### src/rtl/gpif_pkg.sv
// rtl/gpif_pkg.sv - shared types and constants for the GPIF-II slave-FIFO sequencer
package gpif_pkg;

  typedef enum logic [2:0] {
    ST_IDLE  = 3'd0,
    ST_SETUP = 3'd1,
    ST_WRITE = 3'd2,
    ST_READ  = 3'd3,
    ST_DRAIN = 3'd4
  } gpif_state_t;

  localparam int NUM_CH = 4;

  // Channel indices, one per FX3 socket
  localparam logic [1:0] CH_RX  = 2'd0;  // RX samples to host (write)
  localparam logic [1:0] CH_TX  = 2'd1;  // TX samples from host (read)
  localparam logic [1:0] CH_CMD = 2'd2;  // command read
  localparam logic [1:0] CH_RSP = 2'd3;  // response write

  // Bit n set = channel n drives fdata toward the FX3
  localparam logic [3:0] CH_IS_WRITE = 4'b1001;

  // Socket address per channel, packed {ch3, ch2, ch1, ch0}
  localparam logic [7:0] SOCK_ADDR_MAP = {2'd3, 2'd2, 2'd1, 2'd0};

  function automatic logic [1:0] sock_addr(input logic [1:0] ch);
    return SOCK_ADDR_MAP[{ch, 1'b0} +: 2];
  endfunction

endpackage

### src/rtl/gpif_rr_arbiter.sv
// rtl/gpif_rr_arbiter.sv - 4-way round-robin pick starting after the last winner
module gpif_rr_arbiter
  import gpif_pkg::*;
(
  input  logic [1:0] ptr,
  input  logic [3:0] eligible,
  output logic [3:0] grant,
  output logic [1:0] grant_idx,
  output logic       valid
);

  logic [1:0] cand;

  // Scan ptr+1, ptr+2, ptr+3, ptr; the first eligible channel wins
  always_comb begin
    grant     = '0;
    grant_idx = ptr;
    valid     = 1'b0;
    cand      = ptr;
    for (int i = 1; i <= NUM_CH; i++) begin
      cand = ptr + 2'(i);
      if (!valid && eligible[cand]) begin
        valid     = 1'b1;
        grant_idx = cand;
      end
    end
    grant[grant_idx] = valid;
  end

endmodule

### src/rtl/gpif_fifo_arbiter.sv
// rtl/gpif_fifo_arbiter.sv - slave-FIFO bus sequencer sharing the GPIF between four channels
module gpif_fifo_arbiter
  import gpif_pkg::*;
#(
  parameter int BURST_LEN  = 256,
  parameter int RD_LATENCY = 2,
  parameter int TURNAROUND = 1
) (
  input  logic       clk,
  input  logic       reset_b,
  input  logic [3:0] req,
  input  logic       rsp_last,
  input  logic [3:0] flag_b,
  output logic [1:0] faddr,
  output logic       slcs_b,
  output logic       slwr_b,
  output logic       slrd_b,
  output logic       sloe_b,
  output logic       pktend_b,
  output logic [3:0] grant,
  output logic       fdata_oe,
  output logic       src_pop,
  output logic       rd_valid,
  output logic       busy
);

  localparam int BW   = $clog2(BURST_LEN + 1);
  localparam int WMAX = (TURNAROUND > RD_LATENCY) ? TURNAROUND : RD_LATENCY;
  localparam int WW   = $clog2(WMAX + 1);

  localparam logic [BW-1:0] BURST_MAX  = BW'(BURST_LEN);
  localparam logic [BW-1:0] BURST_PRE  = BW'(BURST_LEN - 1);
  localparam logic [WW-1:0] TURN_LAST  = WW'(TURNAROUND - 1);
  localparam logic [WW-1:0] DRAIN_LAST = WW'(RD_LATENCY - 1);

  gpif_state_t state_q, state_d;
  logic [BW-1:0] beat_q, beat_d;
  logic [WW-1:0] wcnt_q, wcnt_d;
  logic [1:0]    ptr_q;
  logic [1:0]    ch_q;
  logic [1:0]    faddr_q;
  logic [3:0]    grant_q;
  logic [RD_LATENCY-1:0] rd_pipe_q;

  logic [3:0] arb_grant;
  logic [1:0] arb_idx;
  logic       arb_valid;
  logic       arb_take;
  logic       ch_write;
  logic       ch_ready;

  gpif_rr_arbiter u_rr (
    .ptr       (ptr_q),
    .eligible  (req & flag_b),
    .grant     (arb_grant),
    .grant_idx (arb_idx),
    .valid     (arb_valid)
  );

  assign ch_write = CH_IS_WRITE[ch_q];
  assign ch_ready = req[ch_q] && flag_b[ch_q];

  // Next state and bus strobes; strobes follow req/flag in the same cycle
  always_comb begin
    state_d  = state_q;
    beat_d   = beat_q;
    wcnt_d   = wcnt_q;
    arb_take = 1'b0;
    slcs_b   = 1'b1;
    slwr_b   = 1'b1;
    slrd_b   = 1'b1;
    sloe_b   = 1'b1;
    pktend_b = 1'b1;
    fdata_oe = 1'b0;
    src_pop  = 1'b0;
    case (state_q)
      ST_IDLE: begin
        if (arb_valid) begin
          arb_take = 1'b1;
          wcnt_d   = '0;
          state_d  = ST_SETUP;
        end
      end
      ST_SETUP: begin
        slcs_b   = 1'b0;
        sloe_b   = ch_write;
        fdata_oe = ch_write;
        if (wcnt_q == TURN_LAST) begin
          beat_d  = '0;
          state_d = ch_write ? ST_WRITE : ST_READ;
        end else begin
          wcnt_d = wcnt_q + WW'(1);
        end
      end
      ST_WRITE: begin
        slcs_b   = 1'b0;
        fdata_oe = 1'b1;
        if (ch_ready) begin
          slwr_b  = 1'b0;
          src_pop = 1'b1;
          beat_d  = beat_q + BW'(1);
          if (ch_q == CH_RSP && rsp_last) begin
            pktend_b = 1'b0;
            state_d  = ST_IDLE;
          end else if (beat_q == BURST_PRE) begin
            state_d = ST_IDLE;
          end
        end else begin
          state_d = ST_IDLE;
        end
      end
      ST_READ: begin
        slcs_b = 1'b0;
        sloe_b = 1'b0;
        if (ch_ready && beat_q != BURST_MAX) begin
          slrd_b = 1'b0;
          beat_d = beat_q + BW'(1);
        end else begin
          wcnt_d  = '0;
          state_d = ST_DRAIN;
        end
      end
      ST_DRAIN: begin
        slcs_b = 1'b0;
        sloe_b = 1'b0;
        if (wcnt_q == DRAIN_LAST) begin
          state_d = ST_IDLE;
        end else begin
          wcnt_d = wcnt_q + WW'(1);
        end
      end
      default: state_d = ST_IDLE;
    endcase
  end

  // State, beat and wait counters
  always_ff @(posedge clk or negedge reset_b) begin
    if (!reset_b) begin
      state_q <= ST_IDLE;
      beat_q  <= '0;
      wcnt_q  <= '0;
    end else begin
      state_q <= state_d;
      beat_q  <= beat_d;
      wcnt_q  <= wcnt_d;
    end
  end

  // Latch the winner at arbitration; drop the grant as the burst returns to IDLE
  always_ff @(posedge clk or negedge reset_b) begin
    if (!reset_b) begin
      ptr_q   <= 2'd3;
      ch_q    <= '0;
      faddr_q <= '0;
      grant_q <= '0;
    end else if (arb_take) begin
      ptr_q   <= arb_idx;
      ch_q    <= arb_idx;
      faddr_q <= sock_addr(arb_idx);
      grant_q <= arb_grant;
    end else if (state_d == ST_IDLE) begin
      grant_q <= '0;
    end
  end

  generate
    if (RD_LATENCY == 1) begin : g_rd_lat1
      // Read strobe delayed one cycle marks the word on fdata
      always_ff @(posedge clk or negedge reset_b) begin
        if (!reset_b) rd_pipe_q <= '0;
        else          rd_pipe_q <= ~slrd_b;
      end
    end else begin : g_rd_latn
      // Read strobe delayed RD_LATENCY cycles marks the word on fdata
      always_ff @(posedge clk or negedge reset_b) begin
        if (!reset_b) rd_pipe_q <= '0;
        else          rd_pipe_q <= {rd_pipe_q[RD_LATENCY-2:0], ~slrd_b};
      end
    end
  endgenerate

  assign rd_valid = rd_pipe_q[RD_LATENCY-1];
  assign faddr    = faddr_q;
  assign grant    = grant_q;
  assign busy     = (state_q != ST_IDLE);

endmodule

### config.mk
export PLATFORM = sky130hd
export DESIGN_NAME = gpif_fifo_arbiter
export DESIGN_NICKNAME = d
export VERILOG_FILES = /design/src/rtl/gpif_pkg.sv /design/src/rtl/gpif_rr_arbiter.sv /design/src/rtl/gpif_fifo_arbiter.sv
export SDC_FILE = /design/constraint.sdc
export NUM_CORES = 1
export LEC_CHECK = 0
export ABC_AREA = 1
export BUFFER_PORTS_ARGS = -buffer_cell sky130_fd_sc_hd__buf_4
export CORE_AREA = 5 5 74 83
export DETAILED_ROUTE_END_ITERATION = 12
export DIE_AREA = 0 0 79 88
export GPL_TIMING_DRIVEN = 0
export PLACE_DENSITY_LB_ADDON = 0.15
export SLEW_MARGIN = 20
export SYNTH_ARGS = -nofsm -noshare
export SYNTH_HDL_FRONTEND = slang
export SYNTH_HIERARCHICAL = 1
export SYNTH_SLANG_ARGS = --single-unit
### constraint.sdc
create_clock -name clk -period 2.9 [get_ports clk]
set_clock_uncertainty 0.1 [all_clocks]
set_input_delay 0.145 -clock clk [delete_from_list [all_inputs] [get_ports clk]]
set_output_delay 0.145 -clock clk [all_outputs]
set_load 0.005 [all_outputs]
==> summary.txt <==
Floorplanning
  • Die W: 79 um
  • Die Area: 6950 um2
  • Io pins: 26
  • Core area: 5220 um2
  • Rows: 28
  • Die H: 88 um
  • Initial Utilization: 0.338

Run
  • Max-Cap Viols: 0

Global routing
  • GR Layer Usage met3: 0.0185
  • First-pass GRT wire length: 7100 um
  • Busiest layer in global routing: met2
  • Largest net degree at the start of global routing: 25
  • Met1 usage: 0.160
  • Initial antenna violation count: 0
  • Met2 usage: 0.225
  • Gr ovfl total: 0
  • Vias in the first global route: 1548
  • Overall routing resource usage: 0.128

Timing
  • Fin crit period: 2.36 ns
  • Fin. max-slew vios: 0
  • RSZ-0062 raised after global routing: no
  • Max-slew headroom: 0.767
  • Max Clock Freq: 423 MHz
  • Final Hold Violating Endpoints: 0
  • Tightest Pin Transition: 0.347 ns
  • Slack of the critical path: 0.535 ns
  • Final setup TNS: 0 ns
  • Period utilization: 0.815
  • Setup Viol. Count Final: 0

Yosys
  • Post-synth top area cell: dfrtp_1
  • Syn Std Cell Area: 1770 um2
  • Cells after synthesis: 251
  • Largest cells by area after synthesis: dfrtp_1, nand2_1, nand3_1
  • Syn Nets: 268
  • Synth unique cells: 25
  • Synth Area per Inst: 7.04 um2
  • Seq/Total Area, Yosys: 0.341
  • #FFs+latches synth: 24
  • YS warnings: 6
  • Top-area cell type share of the netlist area: 0.312

Layout
  • Layout Cells excl Fill: 341
  • Most common cell after layout, fill and taps aside: nand2_1
  • Share of layout cells above drive strength 1: 0.224
  • Filler instances: 541
  • Area of the multi-input gates: 1000 um2
  • Number of diodes: 0
  • Storage cell area: 603 um2
  • Final core utilization: 0.404
  • Final nets: 299
  • Most frequent cells in the layout: nand2_1, inv_1, nand3_1
  • Area grow syn2layout: 19.5%

Setup path
  • Kind of critical path: flip-flop to flip-flop
  • CP Data Required Time: 2.96 ns
  • Worst EP arrival: 2.43 ns
  • RR Startpoint: ptr_q[1]
  • Reg-to-Reg End: grant[3]
  • Startpoint types: flip-flop
  • Critical path endpoint category: flip-flop
  • Reg2Reg Depth: 13
  • Reg-to-reg setup timing slack: 0.54 ns
  • Crit Path Max Fanout: 8
  • Crit path from: ptr_q[1]

Clock tree
  • Clock Root Buffer: clkbuf_8
  • # H-tree levels: 1
  • Clock buffer depth: 2
  • TritonCTS Buffers: 3
  • Post-CTS Setup Inserts: 0
  • Worst skew pair latency: 0.27 ns
  • # hold bufs at CTS: 1
  • Clock-pin slew on the worst setup and hold paths: 0.09 ns
  • CTS resizes: 0
  • CTS Sinks: 24
  • CTS tree: yes

Placement
  • Dpl ws: 0.511 ns
  • GPL Wtd Cong: 0.777
  • Placed cells: 336
  • IO buf count: 25
  • Dpl hpwl: 3280 um

Power
  • Leak pwr: 1.13 nW
  • Total power: 0.00225 W
  • VDD IR max: 0.383 mV
  • PD cells: 1070 nW/um2

Route
  • Via Count: 1601
  • DRT Pass-1 Iters: 4
  • Iteration-0 DRC Markers: 70
  • Via density per instance: 4.70
  • Post-DRT Antenna Nets: 0
  • Post-Route WL: 4150 um
  • DRC: 0
  • Avg WL per Cell: 12.2 um

Hold path
  • Worst Hold Class: input port to async pin

Run status
  • Outcome: complete, no violations
==> layer usage <==
layer | wire length (um) | share of wire
met4 | 61 | 0.015
met5 | 0 | 0
met3 | 91 | 0.022
met2 | 2040 | 0.49
met1 | 1960 | 0.47
==> power breakdown <==
group | total, W | internal, W | switching [W]
Sequential | 0.000525 | 0.000442 | 0.0000829
Clock | 0.000299 | 0.000185 | 0.000114
Combinational | 0.00143 | 0.000513 | 0.000916
Total | 0.00225 | 0.00114 | 0.00111
==> how the worst max path moves through the flow <==
| stage | endpoint | slack, ns |
|---|---|---|
| after detailed placement | grant[2] | 0.51 |
| after CTS | grant[3] | 0.49 |
| after global placement | grant[1] | 0.51 |
| after global routing | grant[2] | 0.25 |
| after floorplan | grant[0] | 0.87 |
| final | grant[3] | 0.54 |
==> Yosys cell counts, drive strengths merged <==
cell type / n
dfrtp: 22
nand4: 5
xor2: 5
buf: 2
nand3: 32
nor3: 3
or2: 1
o31ai: 3
nor2: 21
ha: 6
nor4: 1
o21ai: 17
o22ai: 1
dfstp: 2
inv: 38
nand2: 92
==> final cells by class <==
type / count / area share
timing repair buffer: 26 / 0.0937
tap: 60 / 0.0356
inverter: 38 / 0.0676
buffer: 2 / 0.00889
clock buffer: 3 / 0.0196
sequential: 24 / 0.286
multi-input combinational: 187 / 0.475
clock inverter: 1 / 0.0142
==> metrics by stage <==
step	instance area, um2	hold WS [ns]
floorplan	1770	-0.251
global placement	2030	-0.0310
detailed placement	2030	-0.0250
CTS	2110	0.210
global route	2110	0.216
finish	2110	0.214
==> logic make-up after synthesis <==
logic type | synth area share
AND/OR/NAND/NOR | 0.427
buffers and inverters | 0.0914
flip-flops | 0.341
AO/OA/AOI/OAI | 0.0729
adder cells (fa/ha/maj) | 0.0425
XOR/XNOR | 0.0248
==> critical path: stages, from the launching register on <==
cell and delay [ns]:
dfstp_2 0.62, inv_2 0.10, nand2_2 0.10, nand2_4 0.06, nand2_4 0.08, nand2_4 0.08
nor2_2 0.14, nand3_2 0.12, nand3_1 0.27, nand2_1 0.11, nor3_2 0.23, nand2_2 0.12
nand3_1 0.08, nand2_1 0.06
==> sequential cells by signal, indices dropped and copies added, names as in the netlist <==
name	flops
ptr_q	2
beat_q	9
wcnt_q	2
grant	4
ch_q	2
state_q	3
rd_pipe_q	2
(Power assumes the default switching activity.)
